### src/rtl/uw_interleave.sv
// Unique-word inserter: frames a serial payload into fixed-length frames,
// each opened by the rotation-selected sync byte, MSB first.
module uw_interleave #(
    parameter int BITS_PER_FRAME = 80,
    parameter int NUM_FRAMES     = 32
) (
    input  logic                              clk,
    input  logic                              rst_in,
    input  logic                              start_in,
    input  logic [1:0]                        rotation_in,
    input  logic [$clog2(BITS_PER_FRAME)-1:0] offset_in,
    input  logic                              hard_inp,
    input  logic                              valid_in,
    output logic                              ready_out,
    output logic                              bit_out,
    output logic                              valid_out,
    input  logic                              ready_in,
    output logic                              busy_out,
    output logic                              done_out
);

    localparam int TOTAL = NUM_FRAMES * BITS_PER_FRAME;
    localparam int PW    = $clog2(BITS_PER_FRAME);
    localparam int CW    = $clog2(TOTAL + 1);

    localparam logic [PW-1:0] POS_LAST = PW'(BITS_PER_FRAME - 1);
    localparam logic [PW-1:0] SYNC_LEN = PW'(8);
    localparam logic [PW-1:0] BPF_W    = PW'(BITS_PER_FRAME);
    localparam logic [PW:0]   BPF_X    = (PW+1)'(BITS_PER_FRAME);
    localparam logic [CW-1:0] CNT_LAST = CW'(TOTAL - 1);

    typedef enum logic [1:0] {
        IDLE,
        SEND,
        DRAIN
    } state_t;

    state_t        state;
    logic [1:0]    rot;
    logic [PW-1:0] pos;
    logic [CW-1:0] cnt;

    logic [7:0]    sync_byte;
    logic          in_sync;
    logic          adv;
    logic          load;
    logic          sync_bit;
    logic [PW-1:0] start_pos;

    always_comb begin
        case (rot)
            2'd0:    sync_byte = 8'h27;
            2'd1:    sync_byte = 8'h4E;
            2'd2:    sync_byte = 8'hD8;
            default: sync_byte = 8'hB1;
        endcase
    end

    // Offsets outside the frame collapse to zero; otherwise start that
    // many payload bits before the next frame boundary.
    always_comb begin
        if (offset_in == '0 || {1'b0, offset_in} >= BPF_X)
            start_pos = '0;
        else
            start_pos = BPF_W - offset_in;
    end

    assign in_sync   = (pos < SYNC_LEN);
    assign sync_bit  = sync_byte[3'd7 - pos[2:0]];
    assign adv       = !valid_out || ready_in;
    assign load      = (state == SEND) && adv && (in_sync || valid_in);
    assign ready_out = (state == SEND) && !in_sync && adv;
    assign busy_out  = (state != IDLE);

    always_ff @(posedge clk or negedge rst_in) begin
        if (!rst_in) begin
            state     <= IDLE;
            rot       <= '0;
            pos       <= '0;
            cnt       <= '0;
            bit_out   <= 1'b0;
            valid_out <= 1'b0;
            done_out  <= 1'b0;
        end else begin
            done_out <= 1'b0;
            case (state)
                IDLE: begin
                    if (start_in) begin
                        rot   <= rotation_in;
                        pos   <= start_pos;
                        cnt   <= '0;
                        state <= SEND;
                    end
                end
                SEND: begin
                    if (load) begin
                        bit_out   <= in_sync ? sync_bit : hard_inp;
                        valid_out <= 1'b1;
                        pos       <= (pos == POS_LAST) ? '0 : pos + 1'b1;
                        cnt       <= cnt + 1'b1;
                        if (cnt == CNT_LAST)
                            state <= DRAIN;
                    end else if (valid_out && ready_in) begin
                        valid_out <= 1'b0;
                    end
                end
                DRAIN: begin
                    if (valid_out && ready_in) begin
                        valid_out <= 1'b0;
                        bit_out   <= 1'b0;
                        done_out  <= 1'b1;
                        state     <= IDLE;
                    end
                end
                default: state <= IDLE;
            endcase
        end
    end

endmodule
### config.mk
export PLATFORM = sky130hd
export DESIGN_NAME = uw_interleave
export DESIGN_NICKNAME = d
export VERILOG_FILES = /design/src/rtl/uw_interleave.sv
export SDC_FILE = /design/constraint.sdc
export NUM_CORES = 1
export LEC_CHECK = 0
export ABC_AREA = 1
export CAP_MARGIN = 0
export CORE_MARGIN = 2
export CORE_UTILIZATION = 57
export CTS_CLUSTER_SIZE = 40
export DETAILED_ROUTE_END_ITERATION = 8
export PLACE_DENSITY = 0.78
export SLEW_MARGIN = 20
export SYNTH_ARGS = -nofsm -noshare
export SYNTH_HDL_FRONTEND = slang
export SYNTH_SLANG_ARGS = --single-unit
### constraint.sdc
create_clock -name clk -period 1.95 [get_ports clk]
set_clock_uncertainty 0.15 [all_clocks]
set_input_delay 0.2925 -clock clk [delete_from_list [all_inputs] [get_ports clk]]
set_output_delay 0.2925 -clock clk [all_outputs]
set_load 0.005 [all_outputs]
# Yosys cells after proc, flatten, opt, wreduce, memory -nomap -nowiden
# Cells that the tools add are included.
dict set report totals {
  regBits 26
  input_bits 15
  out_inout_bits 5
  word_cells 69
}
dict set report op_classes {
  addsub 4
  order_cmp 3
  eq_ne 10
  mux 25
  reduce_logical 20
}
# op count
set op_table {}
lappend op_table {{7-bit 2-to-1 mux} 4}
lappend op_table {{12-bit 2-to-1 mux} 2}
lappend op_table {{12-bit case mux with 2 select lines} 1}
lappend op_table {{8-bit case mux with 3 select lines} 1}
lappend op_table {{7-bit case mux with 2 select lines} 1}
lappend op_table {{12-bit by 1-bit adder with 12-bit output (second input constant)} 1}
lappend op_table {{12-bit == test (second input constant)} 1}
lappend op_table {{1-bit 2-to-1 mux} 8}
lappend op_table {{2-bit 2-to-1 mux} 4}
lappend op_table {{7-bit by 1-bit adder with 7-bit output (second input constant)} 1}
lappend op_table {{7-bit == test (second input constant)} 1}
lappend op_table {{7-bit greater-or-equal comparator (second input constant)} 1}
lappend op_table {{7-bit logical NOT} 1}
lappend op_table {{7-bit by 4-bit less-than comparator with 1-bit output (second input constant)} 1}
lappend op_table {{7-bit subtractor (first input constant)} 1}
lappend op_table {{2-bit != test (second input constant)} 3}
lappend op_table {{2-bit case mux with 3 select lines} 1}
lappend op_table {{3-bit AND reduction} 2}
lappend op_table {{2-bit nonzero test} 3}
lappend op_table {{1-bit logical AND} 5}
lappend op_table {{2-bit by 1-bit == test with 1-bit output (second input constant)} 2}
lappend op_table {{2-bit == test (second input constant)} 2}
lappend op_table {{2-bit logical NOT} 2}
lappend op_table {{3-bit by 4-bit less-than comparator with 1-bit output (second input constant)} 1}
lappend op_table {{8 further kinds} 12}

# Logic depth before layout (Yosys ltp)
dict set report logic_depth {
  depth_word 7
  depth_mapped 11
  mapped_depth_nobuf 10
}

# Least setup slack after synthesis
# Ideal clock, no wire load.
dict set report synth_timing {
  kind {flip-flop to flip-flop}
  from {register state[1]}
  to {register cnt[8]}
  setup_time_ps 126
  arrival_time_ps 1429
  required_time_ps 1674
  path_slack_ps 245
  stages_incl_launch_ff 11
  n_path_buf 1
  synth_period_minus_slack_ps 1705
  path_cell_list {dfrtp_1 > inv_1 > ha_1 > inv_2 > a21oi_2 > nand2_2 > nand2_1 > nand2_2 > buf_4 > nand2_1 > o21ai_0}
}
dict set report synth_between {
  elab_chain_cells 5
  elab_cells_between_ends 9
  cone_classes {3 x eq/ne; 1 x mux; 5 x reduce/logical}
}
# element line
set synth_lines {}
lappend synth_lines {{start: declaration} 38} ;# state_t state;
lappend synth_lines {{start signal: assignment} 77} ;# state <= IDLE;
lappend synth_lines {{start signal: assignment} 92} ;# state <= SEND;
lappend synth_lines {{start signal: assignment} 102} ;# state <= DRAIN;
lappend synth_lines {{2-bit by 1-bit == test with 1-bit output} {71, 86}}
lappend synth_lines {{1-bit logical AND (2 in a row)} 71} ;# assign load = (state == SEND) && adv && (in_sync || valid_in);
lappend synth_lines {{2-bit != test (no line)} n/a}
lappend synth_lines {{3-bit AND reduction (no line)} n/a}
lappend synth_lines {{end signal: assignment} 100} ;# cnt <= cnt + 1'b1;
lappend synth_lines {{end: declaration} 41} ;# logic [CW-1:0] cnt;
# Parallel ways exist; a longest one is shown, timed or not.
# A chain may end at the register's enable or synchronous reset.

# Worst setup path in the final report
dict set report layout_timing {
  from {register state[1]}
  to {register pos[5]}
}
dict set report layout_between {
  elab_chain_cells 5
  elab_cells_between_ends 9
  cone_classes {3 x eq/ne; 1 x mux; 5 x reduce/logical}
}
# element line
set layout_lines {}
lappend layout_lines {{2-bit by 1-bit == test with 1-bit output} {71, 86}}
lappend layout_lines {{1-bit logical AND (2 in a row)} 71}
lappend layout_lines {{2-bit != test (no line)} n/a}
lappend layout_lines {{3-bit AND reduction (no line)} n/a}
lappend layout_lines {{end signal: assignment} 90} ;# pos <= start_pos;
lappend layout_lines {{end signal: assignment} 99} ;# pos <= (pos == POS_LAST) ? '0 : pos + 1'b1;
lappend layout_lines {{end: declaration} 40} ;# logic [PW-1:0] pos;
# Parallel ways exist; a longest one is shown, timed or not.

==> impl_metrics.json <==
{
  "status": "complete, no violations",
  "synth.area.top_cells": "dfrtp_1 (32%), nand2_1 (15%), nor2_1 (12%), nand3_1 (7.9%), ha_1 (6.8%)",
  "ys_seq_area_share_pct": 32.28,
  "rows": 21,
  "clockRootBuffer": "clkbuf_4",
  "drive_above_1_share_pct": 12.54,
  "syn_inst": 313,
  "htree_levels": 1,
  "antenna_found_initial": 0,
  "regToRegEndpoint": "pos[5]",
  "endpoint_kind": "flop",
  "drtIter0Drc": 75,
  "power.leakage_nw": 1.170,
  "routabilityCongestion": 0.8675,
  "placed_cells": 389,
  "overflow": 0,
  "synth_edf_count": 0,
  "design_area_um2": 2450,
  "synth_ff_type": "dfrtp_1",
  "fmax_ghz": 0.5430,
  "r2r_slack_ns": 0.11,
  "area_growth_pct": 21.54,
  "yosysTopAreaCellShare_pct": 32.28,
  "startpoint_type": "flop",
  "path_clk_slew_ns": 0.15,
  "routed_wl_um": 4454,
  "rsz0062_at_grt": "yes",
  "setup_violations": 0,
  "dp_hpwl_um": 3226,
  "grt_pass1_wl_um": 8004,
  "pin_count": 20,
  "cap_violations": 0,
  "syn_area_um2": 2016,
  "core_um2": 3363,
  "critPathArrivalTime_ns": 1.92,
  "slew_headroom_pct": 76.61,
  "tightest_slew_ns": 0.3509,
  "hold_slack_ns": 0.1676,
  "clk_latency_ns": 0.32,
  "cts_tree": "built",
  "critPathTopFamily": "buffers and inverters",
  "swShare_pct": 44.78,
  "power_density_nw_per_um2": 1240,
  "slew_viol_final": 0,
  "timing.rr.start": "state[1]",
  "synth_seq_cells": 26,
  "cts_max_path_buffers": 2,
  "crit_chain": "inv_2 > ha_4 > inv_2 > a21oi_2 > buf_4 > nand2_2 > a21oi_4 > buf_4 > nand2_1 > nor2_1 > nor2_1",
  "layout.cells.non_filler": 397,
  "required_ns": 2.03,
  "min_period_ns": 1.842,
  "path_buf_inv": 4,
  "grt_use_total_pct": 24.32,
  "postSynthAreaPerCell_um2": 6.440,
  "r2r_cells": 11,
  "period_share_pct": 94.44,
  "grt_max_degree": 27,
  "initial_core_util_pct": 59.93,
  "die_height_um": 63.47,
  "async_reset_ff_share_pct": 100.0,
  "worstSetupPathType": "reg -> reg",
  "yosysWarnings": 0,
  "p_switching_w": 0.001361,
  "hold_viol_final": 0,
  "synth_top_cell_by_area": "dfrtp_1",
  "ant_nets": 0,
  "crit_fanout": 5,
  "nFillCells": 297,
  "routedWlPerCell_um": 11.22,
  "postCtsHoldBufs": 0,
  "first_pass_iters": 4,
  "viasPerCell": 5.073,
  "cts_sinks": 26,
  "cp_slowest_cell": "dfrtp_1",
  "max_stage_delay_ns": 0.42,
  "p_int_w": 0.001678,
  "post-route-drc-count": 0,
  "place_area_um2": 2354,
  "die-area_um2": 4028,
  "final_nets": 378,
  "antennaDiodeCount": 0,
  "pwr-share-clk_pct": 12.3,
  "numPortBuffers": 19,
  "die_w_um": 63.47,
  "vias": 2014,
  "grt_pass1_vias": 1880,
  "fin_util_pct": 72.84,
  "cts_buffers": 3,
  "syn_nets": 339,
  "yosysUniqueCellTypes": 25,
  "pwr-share-comb_pct": 59.0,
  "ir_drop_v": 0.0004632,
  "p_total_w": 0.003038,
  "hp-class": "in -> async",
  "seq_power_share_pct": 28.7
}
## Yosys cell counts, types with 2 or more instances
library cell   n
ha_1          11
a21oi_1       13
clkbuf_1       2
nand2_2        2
o21bai_1       2
nand3_1       32
buf_2          3
or2_2          4
nor2_1        65
inv_2          2
nand2_1       81
dfrtp_1       26
nand4_1        8
o21ai_0       14
buf_6          2
o21ai_1        6
inv_1         30
xor2_1         3
## worst register-to-register path, delay by kind of cell (launching register included)
kind | cells | cell delay (ns)
adder cells (fa/ha/maj) | 1 | 0.15
flip-flops | 1 | 0.42
AO/OA/AOI/OAI | 2 | 0.32
AND/OR/NAND/NOR | 4 | 0.27
buffers and inverters | 4 | 0.43
## layout make-up
class | count | area (um2) | share of cell area (%)
tap | 46 | 57.56 | 2.349
inverter | 32 | 120.1 | 4.903
timing repair buffer | 42 | 356.6 | 14.56
multi-input combinational | 247 | 1211 | 49.44
sequential | 26 | 651.9 | 26.61
clock inverter | 1 | 30.03 | 1.226
clock buffer | 3 | 22.52 | 0.9193
## sequential cells by signal (all words and copies together), names as in the netlist
| name | count |
|---|---|
| pos | 7 |
| cnt | 12 |
| bit_out | 1 |
| rot | 2 |
| state | 2 |
| valid_out | 1 |
| done_out | 1 |
## layout by cell type (no fill, tap or decap), types with 2 or more instances in the layout
cell / synthesis / layout
o21bai_1: 2 / 2
nand2_1: 81 / 81
or2_2: 4 / 4
a21oi_1: 13 / 12
xor2_1: 3 / 3
inv_1: 30 / 29
ha_1: 11 / 9
inv_2: 2 / 3
o21ai_0: 14 / 14
clkdlybuf4s50_1: 0 / 17
nor2_1: 65 / 65
o21ai_1: 6 / 6
nand2_2: 2 / 2
buf_4: 1 / 23
clkbuf_4: 0 / 3
nand4_1: 8 / 8
dfrtp_1: 26 / 25
nand3_1: 32 / 32
a21oi_2: 1 / 2
## power by group through the flow
stage                     sequential (W)  combinational, W  clock (W)
final                           0.000871           0.00179   0.000374
after global routing            0.000892           0.00207   0.000408
after CTS                       0.000864           0.00174   0.000387
after detailed placement        0.000878           0.00168          0
after global placement          0.000872           0.00166          0
after floorplan                 0.000819           0.00123          0
## what timing repair did
item / in CTS / in global routing
setup endpoints to repair: 2 / 7
setup buffers: 2 / 3
pin swaps: 0 / 2
resized for setup: 8 / 3
## metrics by stage
| step | setup slack [ns] | TNS, ns |
|---|---|---|
| 6_report | 0.1085 | 0 |
| 5_1_grt | -0.02580 | -0.1012 |
| 4_1_cts | 0.03261 | 0 |
| 3_5_place_dp | -0.09139 | -0.1968 |
| 3_3_place_gp | -0.06615 | -0.06615 |
| 2_1_floorplan | 0.2453 | 0 |
## layer usage
| metal | track usage [%] | vias to the layer above | share of wire [%] |
|---|---|---|---|
| met2 | 40.53 | 40 | 46 |
| li1 | - | 1078 | - |
| met4 | 7.880 | 0 | 1.2 |
| met1 | 32.88 | 890 | 49 |
| met5 | 0 | - | 0 |
| met3 | 2.857 | 6 | 3.1 |
## how the worst max path moves through the flow
stage / start / to / slack [ns] / cells after the start
after global routing: state[1] / state[1] / -0.03 / 10
after floorplan: state[1] / cnt[8] / 0.25 / 10
final: state[1] / pos[5] / 0.11 / 11
after global placement: ready_in / ready_out / -0.07 / 6
after CTS: state[1] / ready_out / 0.03 / 7
after detailed placement: ready_in / ready_out / -0.09 / 6
## logic make-up (layout without fill, tap and decap cells)
kind of cell               count (synthesis)  in the layout  share of synthesized area, %
and+or+nand+nor                          195            195                         40.41
buffers and inverters                     40             78                         8.566
AOI/OAI and AO/OA                         37             37                         10.18
DFF                                       26             26                         32.28
adders and majority gates                 11             11                         6.828
xor gates and xnor gates                   4              4                         1.738
Note: power is estimated with default switching activity, not from simulation.
